$ cat src/rtl/mux_arb_n.sv
// mux_arb_n: N-channel valid/ready multiplexer with a registered output stage.
// Each cycle one channel is granted, either the fixed index on sel or a
// round-robin choice. The granted beat is captured into out_data/out_ch.
// Optional feature: define MUX_ARB_LOCK_EN to add in_last[] packet locking.
// With locking enabled, the grant stays on one channel until that channel
// sends a beat with in_last set.
module mux_arb_n #(
    parameter int N_CH   = 4,
    parameter int DATA_W = 8,
    localparam int SEL_W = $clog2(N_CH)
) (
    input  logic                     clk,
    input  logic                     rst_n,
    input  logic [N_CH*DATA_W-1:0]   in_data,
    input  logic [N_CH-1:0]          in_valid,
`ifdef MUX_ARB_LOCK_EN
    input  logic [N_CH-1:0]          in_last,
`endif
    output logic [N_CH-1:0]          in_ready,
    input  logic                     mode,
    input  logic [SEL_W-1:0]         sel,
    output logic [DATA_W-1:0]        out_data,
    output logic                     out_valid,
    input  logic                     out_ready,
    output logic [SEL_W-1:0]         out_ch
);

    // Output stage and round-robin pointer.
    logic [SEL_W-1:0]  ptr_q, ptr_d;
    logic [DATA_W-1:0] outData_q, outData_d;
    logic [SEL_W-1:0]  outCh_q, outCh_d;
    logic              outValid_q, outValid_d;

    // Arbitration results.
    logic              grantValid;
    logic [SEL_W-1:0]  grantIdx;
    logic [DATA_W-1:0] grantData;
    logic              grantLast;
    logic [N_CH-1:0]   grantOneHot;
    logic              canAccept;
    logic              inXfer;

    // Lock view seen by the arbiter. This is tied off when locking is not built.
    logic              lockActive;
    logic [SEL_W-1:0]  lockCh;

`ifdef MUX_ARB_LOCK_EN
    logic              lockActive_q, lockActive_d;
    logic [SEL_W-1:0]  lockCh_q, lockCh_d;

    assign lockActive = lockActive_q;
    assign lockCh     = lockCh_q;
`else
    assign lockActive = 1'b0;
    assign lockCh     = '0;
`endif

    // Pick the granted channel: a held lock wins, then fixed select or round-robin search.
    always_comb begin
        logic [SEL_W:0] sum;
        grantValid = 1'b0;
        grantIdx   = '0;
        sum        = '0;
        if (lockActive) begin
            grantValid = 1'b1;
            grantIdx   = lockCh;
        end else if (!mode) begin
            if ({1'b0, sel} < (SEL_W+1)'(N_CH)) begin
                grantValid = 1'b1;
                grantIdx   = sel;
            end
        end else begin
            for (int k = 1; k <= N_CH; k++) begin
                sum = {1'b0, ptr_q} + (SEL_W+1)'(k);
                if (sum >= (SEL_W+1)'(N_CH)) begin
                    sum = sum - (SEL_W+1)'(N_CH);
                end
                if (!grantValid && in_valid[sum[SEL_W-1:0]]) begin
                    grantValid = 1'b1;
                    grantIdx   = sum[SEL_W-1:0];
                end
            end
        end
    end

    // Decode the grant into a one-hot vector and mux out that channel's data and last flag.
    always_comb begin
        grantOneHot = '0;
        grantData   = '0;
        grantLast   = 1'b1;
        for (int i = 0; i < N_CH; i++) begin
            if (grantIdx == SEL_W'(i)) begin
                grantOneHot[i] = 1'b1;
                grantData      = in_data[i*DATA_W +: DATA_W];
`ifdef MUX_ARB_LOCK_EN
                grantLast      = in_last[i];
`endif
            end
        end
    end

    // Accept only when the output slot is free or draining this cycle. Reset also blocks acceptance.
    always_comb begin
        canAccept = !outValid_q || out_ready;
        in_ready  = (grantValid && canAccept && rst_n) ? grantOneHot : '0;
        inXfer    = |(in_valid & in_ready);
    end

    // Next state: load on an input transfer, otherwise drain the slot on an output transfer.
    always_comb begin
        ptr_d      = ptr_q;
        outData_d  = outData_q;
        outCh_d    = outCh_q;
        outValid_d = outValid_q;
        if (inXfer) begin
            ptr_d      = grantIdx;
            outData_d  = grantData;
            outCh_d    = grantIdx;
            outValid_d = 1'b1;
        end else if (out_ready) begin
            outValid_d = 1'b0;
        end
    end

    // Output stage and pointer registers. ptr resets to the last channel so the search starts at 0.
    always_ff @(posedge clk or negedge rst_n) begin
        if (!rst_n) begin
            ptr_q      <= SEL_W'(N_CH - 1);
            outData_q  <= '0;
            outCh_q    <= '0;
            outValid_q <= 1'b0;
        end else begin
            ptr_q      <= ptr_d;
            outData_q  <= outData_d;
            outCh_q    <= outCh_d;
            outValid_q <= outValid_d;
        end
    end

`ifdef MUX_ARB_LOCK_EN
    // Lock next state: every accepted beat decides whether the grant stays on its channel.
    always_comb begin
        lockActive_d = lockActive_q;
        lockCh_d     = lockCh_q;
        if (inXfer) begin
            lockActive_d = !grantLast;
            lockCh_d     = grantIdx;
        end
    end

    // Lock registers.
    always_ff @(posedge clk or negedge rst_n) begin
        if (!rst_n) begin
            lockActive_q <= 1'b0;
            lockCh_q     <= '0;
        end else begin
            lockActive_q <= lockActive_d;
            lockCh_q     <= lockCh_d;
        end
    end
`endif

    assign out_data  = outData_q;
    assign out_ch    = outCh_q;
    assign out_valid = outValid_q;

endmodule
$ cat config.mk
export PLATFORM = sky130hd
export DESIGN_NAME = mux_arb_n
export DESIGN_NICKNAME = d
export VERILOG_FILES = /design/src/rtl/mux_arb_n.sv
export SDC_FILE = /design/constraint.sdc
export NUM_CORES = 1
export LEC_CHECK = 0
export BUFFER_PORTS_ARGS = -buffer_cell sky130_fd_sc_hd__buf_4
export CORE_UTILIZATION = 48
export CTS_BUF_LIST = sky130_fd_sc_hd__clkbuf_16
export DETAILED_ROUTE_END_ITERATION = 7
export HOLD_SLACK_MARGIN = 0.06
export PLACE_DENSITY = 0.85
export SETUP_SLACK_MARGIN = 0.1
export SLEW_MARGIN = 10
export SYNTH_ARGS = -nofsm -noshare
export SYNTH_HDL_FRONTEND = slang
export SYNTH_SLANG_ARGS = --single-unit
$ cat constraint.sdc
create_clock -name clk -period 4.8 [get_ports clk]
set_input_delay 0.24 -clock clk [delete_from_list [all_inputs] [get_ports clk]]
set_output_delay 0.24 -clock clk [all_outputs]
set_load 0.01 [all_outputs]
# == Word-level counts from Yosys, hierarchy flattened ==
# Cells that the tools add are included.
# classes
n_bitwise,1
n_eq_ne,3
add_sub_neg,8
mux,40
n_reduce_logical,13
n_lt_le_gt_ge,8
# ops
cell,n
$mux W8,4
$mux W2,13
$mux W1,18
$ge A3 B3 Y1 const B,4
$lt A2 B3 Y1 const B,4
$bmux W1 S2,4
$sub A2 B1 Y2 const B,4
$add A2 B2 Y3 const B,2
$logic_and A1 B1 Y1,5
$and A4 B4 Y4,1
$eq A2 B2 Y1 const B,2
$logic_not A1 Y1,4
$mux W4,1
$reduce_or A4 Y1,1
$add A2 B1 Y3 const B,1
$add A2 B3 Y3 const B,1
$eq A2 B1 Y1 const B,1
$logic_not A2 Y1,1
$reduce_bool A2 Y1,1
$logic_or A1 B1 Y1,1
# word_totals
in_bits,42
wordCells,77
output_inout_bits,15
reg_bits,13

# == Logic depth before layout (Yosys ltp) ==
# Gate-level depths: netlist of the first run.
# logic_depth
word_depth,26
depth_mapped,9
ltp_nobuf,6

# == Least setup slack after synthesis of the first run ==
# No wires, ideal clock.
# synth_path
kind,reg2reg
start,register ptr_q[0]
end,"register outCh_q[0], in the netlist out_ch[0]"
t_required_ns,4.675
slack_ns,2.674
t_arrival_ns,2.001
path_stages_with_launch,9
setup_time_ns,0.125
synth_period_minus_slack_ns,2.126
path_buffers,2
cell_sequence,dfstp_2 -> or3b_1 -> a211o_1 -> and2_4 -> buf_6 -> nand3_2 -> o22a_4 -> buf_8 -> mux2_4
# synth_between
elab_chain_cells,25
word_cells_on_any_way,60
classes_between,add/sub: 8; order compare: 4; eq/ne: 3; mux: 34; bitwise: 1; reduce/logical: 10
# synth_rtl
item,line_no,rtl
start: declaration,29,"logic [SEL_W-1:0] ptr_q, ptr_d;"
start signal: assignment,128,ptr_q <= SEL_W'(N_CH - 1);
start signal: assignment,133,ptr_q <= ptr_d;
$add A2 B1 Y3,74,"sum = {1'b0, ptr_q} + (SEL_W+1)'(k);"
$ge A3 B3 Y1 / $sub A2 B1 Y2 (equally long branches),"75, 76",
$mux W2,75,if (sum >= (SEL_W+1)'(N_CH)) begin
$mux W2,67,end else if (!mode) begin
$bmux W1 S2,78,if (!grantValid && in_valid[sum[SEL_W-1:0]]) begin
$mux W1 (not written as such),78,
$mux W1,78,
$mux W1,67,
[9 not listed],n/a,
$logic_and A1 B1 Y1,78,
$mux W2 / $mux W1 (equally long branches),78,
$mux W2 / $mux W1 (equally long branches),67,
"$eq A2 B1 Y1, or another cell as far along",92,if (grantIdx == SEL_W'(i)) begin
$mux W1 / $logic_and A1 B1 Y1 (equally long branches),"92, 105",
$mux W4,105,in_ready = (grantValid && canAccept && rst_n) ? grantOneHot : '0;
$and A4 B4 Y4,106,inXfer = |(in_valid & in_ready);
$reduce_or A4 Y1,106,
end signal: assignment,135,outCh_q <= outCh_d;
end: declaration,31,"logic [SEL_W-1:0] outCh_q, outCh_d;"
# Parallel ways exist; a longest one is shown, timed or not. The select of a mux whose other input is x is not followed.
# A chain may end at the register's enable or synchronous reset.

# == Final worst setup path of the first run ==
# layout_path
start,register ptr_q[1]
end,"register outData_q[0], in the netlist out_data[0]"
# layout_between
elab_chain_cells,25
word_cells_on_any_way,64
classes_between,add/sub: 8; order compare: 4; eq/ne: 3; mux: 38; bitwise: 1; reduce/logical: 10
# layout_rtl
item,line_no,rtl
$add A2 B1 Y3,74,
$ge A3 B3 Y1 / $sub A2 B1 Y2 (equally long branches),"75, 76",
$mux W2,75,
$mux W2,67,
$bmux W1 S2,78,
$mux W1 (not written as such),78,
$mux W1,78,
$mux W1,67,
[9 not listed],n/a,
$logic_and A1 B1 Y1,78,
$mux W2 / $mux W1 (equally long branches),78,
$mux W2 / $mux W1 (equally long branches),67,
"$eq A2 B1 Y1, or another cell as far along",92,
"$mux W1, or another cell as far along",92,
$mux W4 / $mux W8 (equally long branches),"105, 92",
$and A4 B4 Y4 / $mux W8 (equally long branches),"106, 92",
$reduce_or A4 Y1 / $mux W8 (equally long branches),"106, 92",
end signal: assignment,134,outData_q <= outData_d;
end: declaration,30,"logic [DATA_W-1:0] outData_q, outData_d;"
# Parallel ways exist; a longest one is shown, timed or not. The select of a mux whose other input is x is not followed.

==> metrics.log, run 1 <==
INFO  metric synth_top_area_cell = dfrtp_1
INFO  metric dieHeight = 49.3 um
INFO  metric fp.dieArea = 0.00243 sq mm
INFO  metric grt_overflow_total = 0
INFO  metric drtAntennaViolNets = 0
INFO  metric worst_clock_skew = 0.000458 ns
INFO  metric post_synth_main_area_contributors = dfrtp_1 (26%), mux2_4 (13%), o21ai_0 (9.3%)
INFO  metric pin_count = 57
INFO  metric final_min_period_over_clock_period = 50.8%
INFO  metric clock_insertion_delay_worst_skew = 0.24 ns
INFO  metric multiInputGateArea = 664 sq um
INFO  metric layout.cell_area.non_filler = 0.00155 sq mm
INFO  metric post_synth_most_frequent_cells = o21ai_0 (20), dfrtp_1 (11), a31oi_1 (9), mux2_4 (9), nand3_1 (9)
INFO  metric netlist_instances = 115
INFO  metric yosysMostFrequentCell = o21ai_0
INFO  metric cts_buffers = 3
INFO  metric report.final.slew_viol_count = 0
INFO  metric fp-row-count = 16
INFO  metric slew-limit-headroom = 54.2%
INFO  metric clock-sinks = 13
INFO  metric post-cts-setup-buffers = 0
INFO  metric detail_route.wl_per_cell = 17.0 um
INFO  metric syn_nets = 157
INFO  metric synth-edff-count = 0
INFO  metric crit_type = reg2reg
INFO  metric timing.rr.start = ptr_q[1]
INFO  metric routed_wirelength = 3.31 mm
INFO  metric total_power = 0.816 mW
INFO  metric antenna_found_initial = 0
INFO  metric timing.final.hold_violations = 0
INFO  metric place_area = 0.00147 sq mm
INFO  metric io_buffers = 56
INFO  metric cts_tree = built
INFO  metric number_of_distinct_library_cells_after_synthesis = 34
INFO  metric cts-root-buf = clkbuf_16
INFO  metric synthesis.area = 0.00107 sq mm
INFO  metric cts.hold.buffers_added = 1
INFO  metric rsz0062_at_grt = no
INFO  metric fill_cells = 138
INFO  metric drtPass1Iterations = 4
INFO  metric ys_async_sr_fraction = 100%
INFO  metric setup_viol_count_final = 0
INFO  metric final_net_count = 210
INFO  metric global_route.usage.total = 29.3%
INFO  metric routabilityCongestion = 0.899
INFO  metric fin_hold_ws = 0.286 ns
INFO  metric layout.area.seq = 328 sq um
INFO  metric cellLeakagePower = 0.742 nW
INFO  metric grt_first_pass_wirelength = 5.30 mm
INFO  metric route.detailed.vias_per_inst = 5.96
INFO  metric synth.yosys.warnings = 0
INFO  metric synthFlopType = dfrtp_1
INFO  metric finalSetupTns = 0 ns
INFO  metric worst_hold_startpoint = out_ready
INFO  metric grt_start_max_net_pins = 22
INFO  metric achievable_freq = 0.410 GHz
INFO  metric clkTransAtPathRegs = 0.04 ns
INFO  metric initial_utilization = 53.0%
INFO  metric crit_path_start_kind = register
INFO  metric vias_post_dr = 1156
INFO  metric max-vdd-ir-drop = 0.330 mV
INFO  metric ys_seq_area_share = 30.6%
INFO  metric worstPathRequired = 4.92 ns
INFO  metric remaining_drc_errors = 0
INFO  metric pre_cts_slack = 2.42 ns
INFO  metric final.setup.worst_slack = 2.36 ns
INFO  metric die_x = 49.3 um
INFO  metric detail_route.iter0.violations = 34
INFO  metric core_region_area = 0.00202 sq mm
INFO  metric drv_cap = 0
INFO  metric min_period = 2.44 ns
INFO  metric status = finished clean
INFO  metric worst-endpoint-arrival = 2.56 ns
INFO  metric crit_fanout = 17
INFO  metric postSynthRegisterBits = 13
INFO  metric cp-startpoint = ptr_q[1]
INFO  metric timing_worst_slew_pin_value = 0.685 ns
INFO  metric critical_path.endpoint_type = register
INFO  metric synth_top_cell_area_share = 25.7%
INFO  metric clock_path_buffers = 2
INFO  metric powerDensity = 525 mW/mm^2
INFO  metric antenna-diode-count = 0
INFO  metric area_growth_syn_to_layout = 44.9%
INFO  metric h-tree-depth = 1
INFO  metric post-dp-hpwl = 2.31 mm
INFO  metric timing.hold.worst.class = in2reg
INFO  metric first_global_vias = 1148
INFO  metric post_synth.cell_area_avg = 9.32 sq um
INFO  metric post_route_cells_drive_above_1_share = 46.7%
INFO  metric postCtsResizedCells = 0
==> cells by family (layout without fill, tap and decap cells) <==
logic type      after synthesis  after routing  share of synthesized area [%]
xor+xnor                      1              1                          0.817
buf+inv                      13             65                           7.47
simple gates                 28             28                           14.6
compound gates               46             46                           29.2
mux                          14             14                           17.4
flops                        13             13                           30.6
==> metrics by stage <==
step | std cells | utilization, %
global route | 194 | 76.9
detailed placement | 189 | 72.5
global placement | 189 | 72.5
floorplan | 115 | -
finish | 194 | 76.9
CTS | 194 | 76.9
==> worst max-delay path: stages, from the launching register on <==
cell,delay [ns]
dfstp_2,0.61
a21boi_1,0.13
o211ai_2,0.60
nand3_2,0.25
o22a_4,0.39
mux2_4,0.33
==> layer usage <==
metal | part of all wire [%] | vias to the layer above | GRT usage (%)
met2 | 52 | 59 | 50.9
met1 | 38 | 536 | 34.7
met3 | 5.7 | 13 | 2.49
met5 | 0 | - | 0
met4 | 4.0 | 0 | 17.6
li1 | - | 548 | -
==> area by class of cell <==
cell class	count	share of cell area [%]
Multi-Input combinational cell	89	42.8
Tap cell	27	2.17
Inverter	3	0.725
Timing Repair Buffer	58	28.2
Clock inverter	1	0.242
Clock buffer	3	4.83
Sequential cell	13	21.1
==> state kept, by name, indices dropped and copies added (netlist names) <==
register	flops
out_data	8
out_ch	2
ptr_q	2
out_valid	1
==> layout by cell type (no fill, tap or decap), drive strengths merged <==
master,n
nand3b,1
and2,1
or3b,2
nand2,4
dlygate4sd3,1
mux2,10
nor2,5
dfstp,2
a32oi,8
inv,4
o22a,1
dfrtp,11
o211ai,2
a31oi,9
clkbuf,3
xnor2,1
nor3,1
nand2b,3
buf,57
o221ai,1
a211o,1
nor3b,1
o211a,1
a21oi,1
nand3,10
mux2i,4
a21boi,1
o21ai,21
==> power by group <==
part           switching [mW]  internal [mW]
Combinational           0.206          0.229
Sequential             0.0536          0.173
Clock                  0.0442          0.110
Total                   0.304          0.512
==> worst paths after layout <==
path | endpoint | slack (ns) | cells after the start
max in group asynchronous | ptr_q[1] | 4.19 | 2
worst max-delay path | out_data[0] | 2.36 | 5
worst min-delay path | out_valid | 0.29 | 3
worst max register to register | out_data[0] | 2.36 | 5
min in group asynchronous | out_data[5] | 0.38 | 2
worst min register to register | out_ch[0] | 0.51 | 1
Note: power is estimated with default switching activity, not from simulation.
==> run 2: changes to the inputs <==
Settings changed: CORE_UTILIZATION 48 to 44, PLACE_DENSITY 0.85 to 0.79.
Clock period 4.8 ns to 2.5 ns, I/O delays scaled along.
==> run 2 against run 1 <==
Net effect:
- count of clock-buffer cells in the layout is the same
- highest routed layer unchanged
- global-route usage is 5.2 points lower
- cell count is 1.5% higher
- sequential power is 86% higher
- non-clock buffer count is 2 higher
- hold slack got worse by 0.11 ns
- via count is 2.2% lower
- design area rose by 1.0%
- wire length is 9.6% lower
- combinational power grew 91%
- first-iteration DRC count is 2.9% lower
==> metrics.log, run 2 (synthesis gave the netlist of run 1 again) <==
INFO  metric post_route_cells_drive_above_1_share = 47.3%
INFO  metric worst_clock_skew = 0.00199 ns
INFO  metric vias_post_dr = 1130
INFO  metric cellLeakagePower = 0.752 nW
INFO  metric report.final.slew_viol_count = 0
INFO  metric crit_fanout = 11
INFO  metric wl_met1 = 1.33 mm
INFO  metric detail_route.iter0.violations = 33
INFO  metric post-dp-hpwl = 2.30 mm
INFO  metric worst-endpoint-arrival = 2.38 ns
INFO  metric most-common-layout-cells = buf_4 (59), o21ai_0 (20), dfrtp_1 (11)
INFO  metric remaining_drc_errors = 0
INFO  metric post-cts-setup-buffers = 0
INFO  metric min_period = 2.26 ns
INFO  metric place_area = 0.00148 sq mm
INFO  metric timing_worst_slew_pin_value = 0.322 ns
INFO  metric first_global_vias = 1029
INFO  metric routabilityCongestion = 0.778
INFO  metric die_x = 51.4 um
INFO  metric crit_path_start_kind = register
INFO  metric layout.cell_area.non_filler = 0.00157 sq mm
INFO  metric crit_type = reg2reg
INFO  metric fp.dieArea = 0.00264 sq mm
INFO  metric antenna-diode-count = 0
INFO  metric timing.hold.worst.class = in2reg
INFO  metric fin_hold_ws = 0.175 ns
INFO  metric clkTransAtPathRegs = 0.04 ns
INFO  metric largest_reg_flops = 8
INFO  metric rsz0062_at_grt = no
INFO  metric io_buffers = 56
INFO  metric max-vdd-ir-drop = 0.755 mV
INFO  metric clock-sinks = 13
INFO  metric grt_overflow_total = 0
INFO  metric drv_cap = 0
INFO  metric area_growth_syn_to_layout = 46.4%
INFO  metric route.detailed.vias_per_inst = 5.74
INFO  metric grt_first_pass_wirelength = 4.76 mm
INFO  metric routed_wirelength = 2.99 mm
INFO  metric cts_tree = built
INFO  metric core_region_area = 0.00225 sq mm
INFO  metric cts_buffers = 3
INFO  metric final_net_count = 212
INFO  metric status = finished clean
INFO  metric global_route.usage.total = 24.1%
INFO  metric detail_route.wl_per_cell = 15.2 um
INFO  metric h-tree-depth = 1
INFO  metric postCtsResizedCells = 0
INFO  metric drtPass1Iterations = 4
INFO  metric antenna_found_initial = 0
INFO  metric final_min_period_over_clock_period = 90.4%
INFO  metric drtAntennaViolNets = 0
INFO  metric cts-root-buf = clkbuf_16
INFO  metric finalSetupTns = 0 ns
INFO  metric mostFrequentLayoutCell = buf_4
INFO  metric pin_count = 57
INFO  metric fp-row-count = 17
INFO  metric powerDensity = 983 mW/mm^2
INFO  metric met3_wirelength = 118 um
INFO  metric clock_path_buffers = 2
INFO  metric setup_viol_count_final = 0
INFO  metric grt_start_max_net_pins = 22
INFO  metric initial_utilization = 47.6%
INFO  metric clock_insertion_delay_worst_skew = 0.24 ns
INFO  metric total_power = 1.54 mW
INFO  metric dieHeight = 51.4 um
INFO  metric achievable_freq = 0.442 GHz
INFO  metric timing.final.hold_violations = 0
INFO  metric slew-limit-headroom = 77.9%
INFO  metric critical_path.endpoint_type = register
INFO  metric worstPathRequired = 2.62 ns
INFO  metric met2_wirelength = 1.52 mm
INFO  metric dr.max_layer_used = met4
==> run 2: final timing paths <==
check,startpoint,to,slack [ns],depth (start not counted)
min,out_ready,out_valid,0.17,3
max reg2reg,ptr_q[1],out_data[5],0.24,6
min reg2reg,out_data[6],out_data[6],0.51,1
min in group asynchronous,rst_n,out_ch[0],0.28,2
max in group asynchronous,rst_n,ptr_q[1],1.99,2
max,ptr_q[1],out_data[5],0.24,6
==> run 2: metrics by stage <==
stage | setup WS (ns) | cells | util [%]
after global routing | 0.121 | 197 | 69.6
final | 0.240 | 197 | 69.6
after detailed placement | 0.290 | 192 | 65.7
after global placement | 0.344 | 192 | 65.7
after floorplan | 0.374 | 115 | -
after CTS | 0.258 | 197 | 69.6
==> run 2: cell type report <==
| cell class | count | area (sq um) |
|---|---|---|
| Multi-Input combinational cell | 89 | 664 |
| Timing Repair Buffer | 60 | 453 |
| Clock inverter | 1 | 3.75 |
| Sequential cell | 13 | 328 |
| Fill cell | 183 | 684 |
| Clock buffer | 3 | 75.1 |
| Tap cell | 28 | 35.0 |
| Inverter | 3 | 11.3 |
==> run 2: where the power goes <==
part           switching, mW  leakage, nW  internal (mW)
Clock                 0.0805       0.0423          0.210
Combinational          0.378        0.559          0.453
Sequential            0.0905        0.151          0.332
==> run 2: repair_timing <==
item                       4_1_cts  5_1_grt
hold endpoints to repair        13        0
hold buffers                     1        0
setup endpoints to repair        0        0
==> run 2: routing by layer <==
metal	track usage, %	vias to the layer above
met5	0	-
met3	2.68	2
li1	-	551
met4	5.86	0
met1	32.9	533
met2	40.3	44
==> run 2: critical path: stages (launching register included) <==
cell	delay, ns
dfstp_2	0.59
mux2i_1	0.21
o211ai_1	0.13
nand3_1	0.17
mux2i_1	0.36
o22a_4	0.33
mux2_2	0.36
==> run 3: changes to the inputs <==
Settings changed: ABC_AREA set to 1, CORE_UTILIZATION 44 to 47, PLACE_DENSITY 0.79 to 0.8.
==> run 3 against run 2 <==
Net effect:
- via count grew 34%
- core utilization is 7.4 points higher
- flip-flop and latch count did not move
- highest routed layer unchanged
==> metrics.log, run 3 <==
INFO  metric mostFrequentLayoutCell = buf_4
INFO  metric internal-power = 1.23 mW
INFO  metric grt.busiest_layer = met2
INFO  metric synth_top_area_cell = dfrtp_1
INFO  metric syn_nets = 230
INFO  metric status = finished clean
INFO  metric seqPwrFrac = 17.9%
INFO  metric largest_reg_flops = 8
INFO  metric critical_path.endpoint_type = register
INFO  metric routabilityCongestion = 0.799
INFO  metric crit_fanout = 11
INFO  metric report.final.slew_viol_count = 0
INFO  metric drv_cap = 0
INFO  metric finalSetupTns = 0 ns
INFO  metric worstPathRequired = 2.62 ns
INFO  metric netSwitchingFraction = 46.7%
INFO  metric timing.hold.worst.class = in2reg
INFO  metric die_x = 53.7 um
INFO  metric ys_async_sr_fraction = 100%
INFO  metric clkPwrFrac = 12.7%
INFO  metric netlist_instances = 188
INFO  metric h-tree-depth = 1
INFO  metric clock-sinks = 13
INFO  metric cts_tree = built
INFO  metric first_global_vias = 1130
INFO  metric drtAntennaViolNets = 0
INFO  metric max-vdd-ir-drop = 0.942 mV
INFO  metric grt_util_met1 = 28.2%
INFO  metric r2r_slack = 0.19 ns
INFO  metric power.net_switching = 1.08 mW
INFO  metric synthFlopType = dfrtp_1
INFO  metric hold_path_depth = 4
INFO  metric io_buffers = 56
INFO  metric detail_route.wl_per_cell = 12.6 um
INFO  metric pin_count = 57
INFO  metric area_growth_syn_to_layout = 53.2%
INFO  metric worst_clock_skew = 0.00249 ns
INFO  metric crit_path_start_kind = register
INFO  metric post_synth.cell_area_avg = 6.69 sq um
INFO  metric final_min_period_over_clock_period = 92.4%
INFO  metric timing.final.hold_violations = 0
INFO  metric vias_post_dr = 1514
INFO  metric clock_path_buffers = 2
INFO  metric detail_route.iter0.violations = 43
INFO  metric final_net_count = 300
INFO  metric crit_type = reg2reg
INFO  metric post_synth_main_area_contributors = dfrtp_1 (22%), nand2_1 (17%), nand3_1 (11%)
INFO  metric worst_hold_startpoint = out_ready
INFO  metric initial_utilization = 50.3%
INFO  metric yosysMostFrequentCell = nand2_1
INFO  metric achievable_freq = 0.433 GHz
INFO  metric fp.dieArea = 0.00289 sq mm
INFO  metric core_region_area = 0.00250 sq mm
INFO  metric route.detailed.vias_per_inst = 5.28
INFO  metric slew-limit-headroom = 78.0%
INFO  metric synthesis.area = 0.00126 sq mm
INFO  metric post-dp-hpwl = 2.58 mm
INFO  metric worst-endpoint-arrival = 2.43 ns
INFO  metric cts_buffers = 3
INFO  metric powerDensity = 1200 mW/mm^2
INFO  metric rsz0062_at_grt = no
INFO  metric routed_wirelength = 3.60 mm
INFO  metric dieHeight = 53.7 um
INFO  metric post_synth_most_frequent_cells = nand2_1 (57), nand3_1 (27), nand2_2 (19)
INFO  metric remaining_drc_errors = 0
INFO  metric cellLeakagePower = 1.04 nW
INFO  metric clock_insertion_delay_worst_skew = 0.24 ns
INFO  metric r2r_cells = 17
INFO  metric timing.rr.start = ptr_q[0]
INFO  metric timing_worst_slew_pin_value = 0.328 ns
INFO  metric synth_top_cell_area_share = 21.9%
INFO  metric fill_cells = 182
INFO  metric met3_usage = 5.37%
INFO  metric fp-row-count = 18
INFO  metric cts-root-buf = clkbuf_16
INFO  metric layout.area.seq = 328 sq um
INFO  metric postSynthRegisterBits = 13
INFO  metric clkTransAtPathRegs = 0.05 ns
INFO  metric post_route_cells_drive_above_1_share = 47.1%
INFO  metric grt_use_met2 = 40.9%
INFO  metric ys_seq_area_share = 26.1%
INFO  metric number_of_distinct_library_cells_after_synthesis = 26
INFO  metric antenna_found_initial = 0
INFO  metric synth-edff-count = 0
INFO  metric synth.yosys.warnings = 0
INFO  metric multiInputGateArea = 835 sq um
INFO  metric crit-reg2reg-capture = out_data[5]
INFO  metric grt_start_max_net_pins = 20
INFO  metric setup_viol_count_final = 0
INFO  metric most-common-layout-cells = buf_4 (69), nand2_1 (53), nand3_1 (27)
INFO  metric final.setup.worst_slack = 0.191 ns
INFO  metric grt_first_pass_wirelength = 4.78 mm
INFO  metric drtPass1Iterations = 5
INFO  metric pre_cts_slack = 0.113 ns
INFO  metric antenna-diode-count = 0
INFO  metric min_period = 2.31 ns
INFO  metric global_route.usage.total = 23.1%
INFO  metric pwr-share-comb = 69.3%
INFO  metric grt_overflow_total = 0
INFO  metric hold-path-endpoint = out_valid
## run 3: cell count changes in the layout (fill, tap and decap cells not counted), moves of 8 or more
cell / before / now
a32oi_1: 8 / 0
nand3_1: 9 / 27
buf_4: 59 / 69
o21ai_1: 0 / 8
o21ai_0: 20 / 1
a31oi_1: 9 / 0
nand2_1: 3 / 53
nand4_1: 0 / 11
inv_1: 4 / 13
mux2_4: 9 / 0
nand2_2: 1 / 21
## run 3: how the worst max path moves through the flow
| stage | end | from |
|---|---|---|
| 2_1_floorplan | out_ch[0] | ptr_q[0] |
| 3_3_place_gp | out_data[6] | ptr_q[0] |
| 3_5_place_dp | out_data[5] | ptr_q[0] |
| 4_1_cts | in_ready[3] | ptr_q[0] |
| 5_1_grt | out_data[5] | ptr_q[0] |
| 6_report | out_data[5] | ptr_q[0] |
## run 3: routing by layer
metal / part of all wire, % / routed length [um]
met4: 0.81 / 29
met5: 0 / 0
met1: 41 / 1470
met3: 6.7 / 243
met2: 52 / 1860
## run 3: cells by family (layout without fill, tap and decap cells)
kind of cell	Yosys count	count (layout)	share of synthesized area [%]
AO/OA/AOI/OAI	15	15	7.76
flip-flops	13	13	26.1
buffers and inverters	26	95	11.2
AND/OR/NAND/NOR	134	134	54.9
## run 3: timing repair
action | CTS | global route
setup endpoints to repair | 1 | 16
hold buffers | 1 | 0
pin swaps | 1 | 7
endpoints found under the hold margin | 13 | 0
buffers inserted | 2 | 10
resized for setup | 0 | 17
## run 3: power groups by stage
stage,clock network [mW],logic [mW],registers [mW]
6_report,0.294,1.60,0.414
5_1_grt,0.307,1.75,0.423
4_1_cts,0.295,1.40,0.417
3_5_place_dp,0,1.35,0.417
3_3_place_gp,0,1.33,0.417
2_1_floorplan,0,1.00,0.427
## run 3: critical path, cell delays in order (launching register included)
cell	delay, ns
dfstp_2	0.60
buf_6	0.13
nand2_1	0.06
nand2_2	0.09
nand2_1	0.07
nand2_2	0.09
nand2_2	0.05
nand3_1	0.08
nand2_2	0.10
nor2_4	0.18
nor2_8	0.07
nor2_4	0.14
nand3_2	0.10
nand2_4	0.11
nor2_4	0.05
buf_12	0.14
nand2_1	0.05
nand2_1	0.06
## run 3: metrics by stage
stage	std cells	hold slack (ns)	power (mW)	utilization, %	cell area [sq um]
2_1_floorplan	188	-0.171	1.43	-	1260
3_3_place_gp	270	-0.0249	1.75	67.1	1680
3_5_place_dp	270	-0.0221	1.76	67.1	1680
4_1_cts	277	0.135	2.11	71.8	1790
5_1_grt	287	0.155	2.48	77.1	1930
6_report	287	0.133	2.31	77.1	1930
## run 3: area by class of cell
type | count | area share [%]
clock inverters | 1 | 0.195
flip-flops and latches | 13 | 17.0
well taps | 30 | 1.95
repair buffers | 74 | 30.2
inverters | 17 | 3.44
multi-input cells | 149 | 43.3
clock buffers | 3 | 3.90
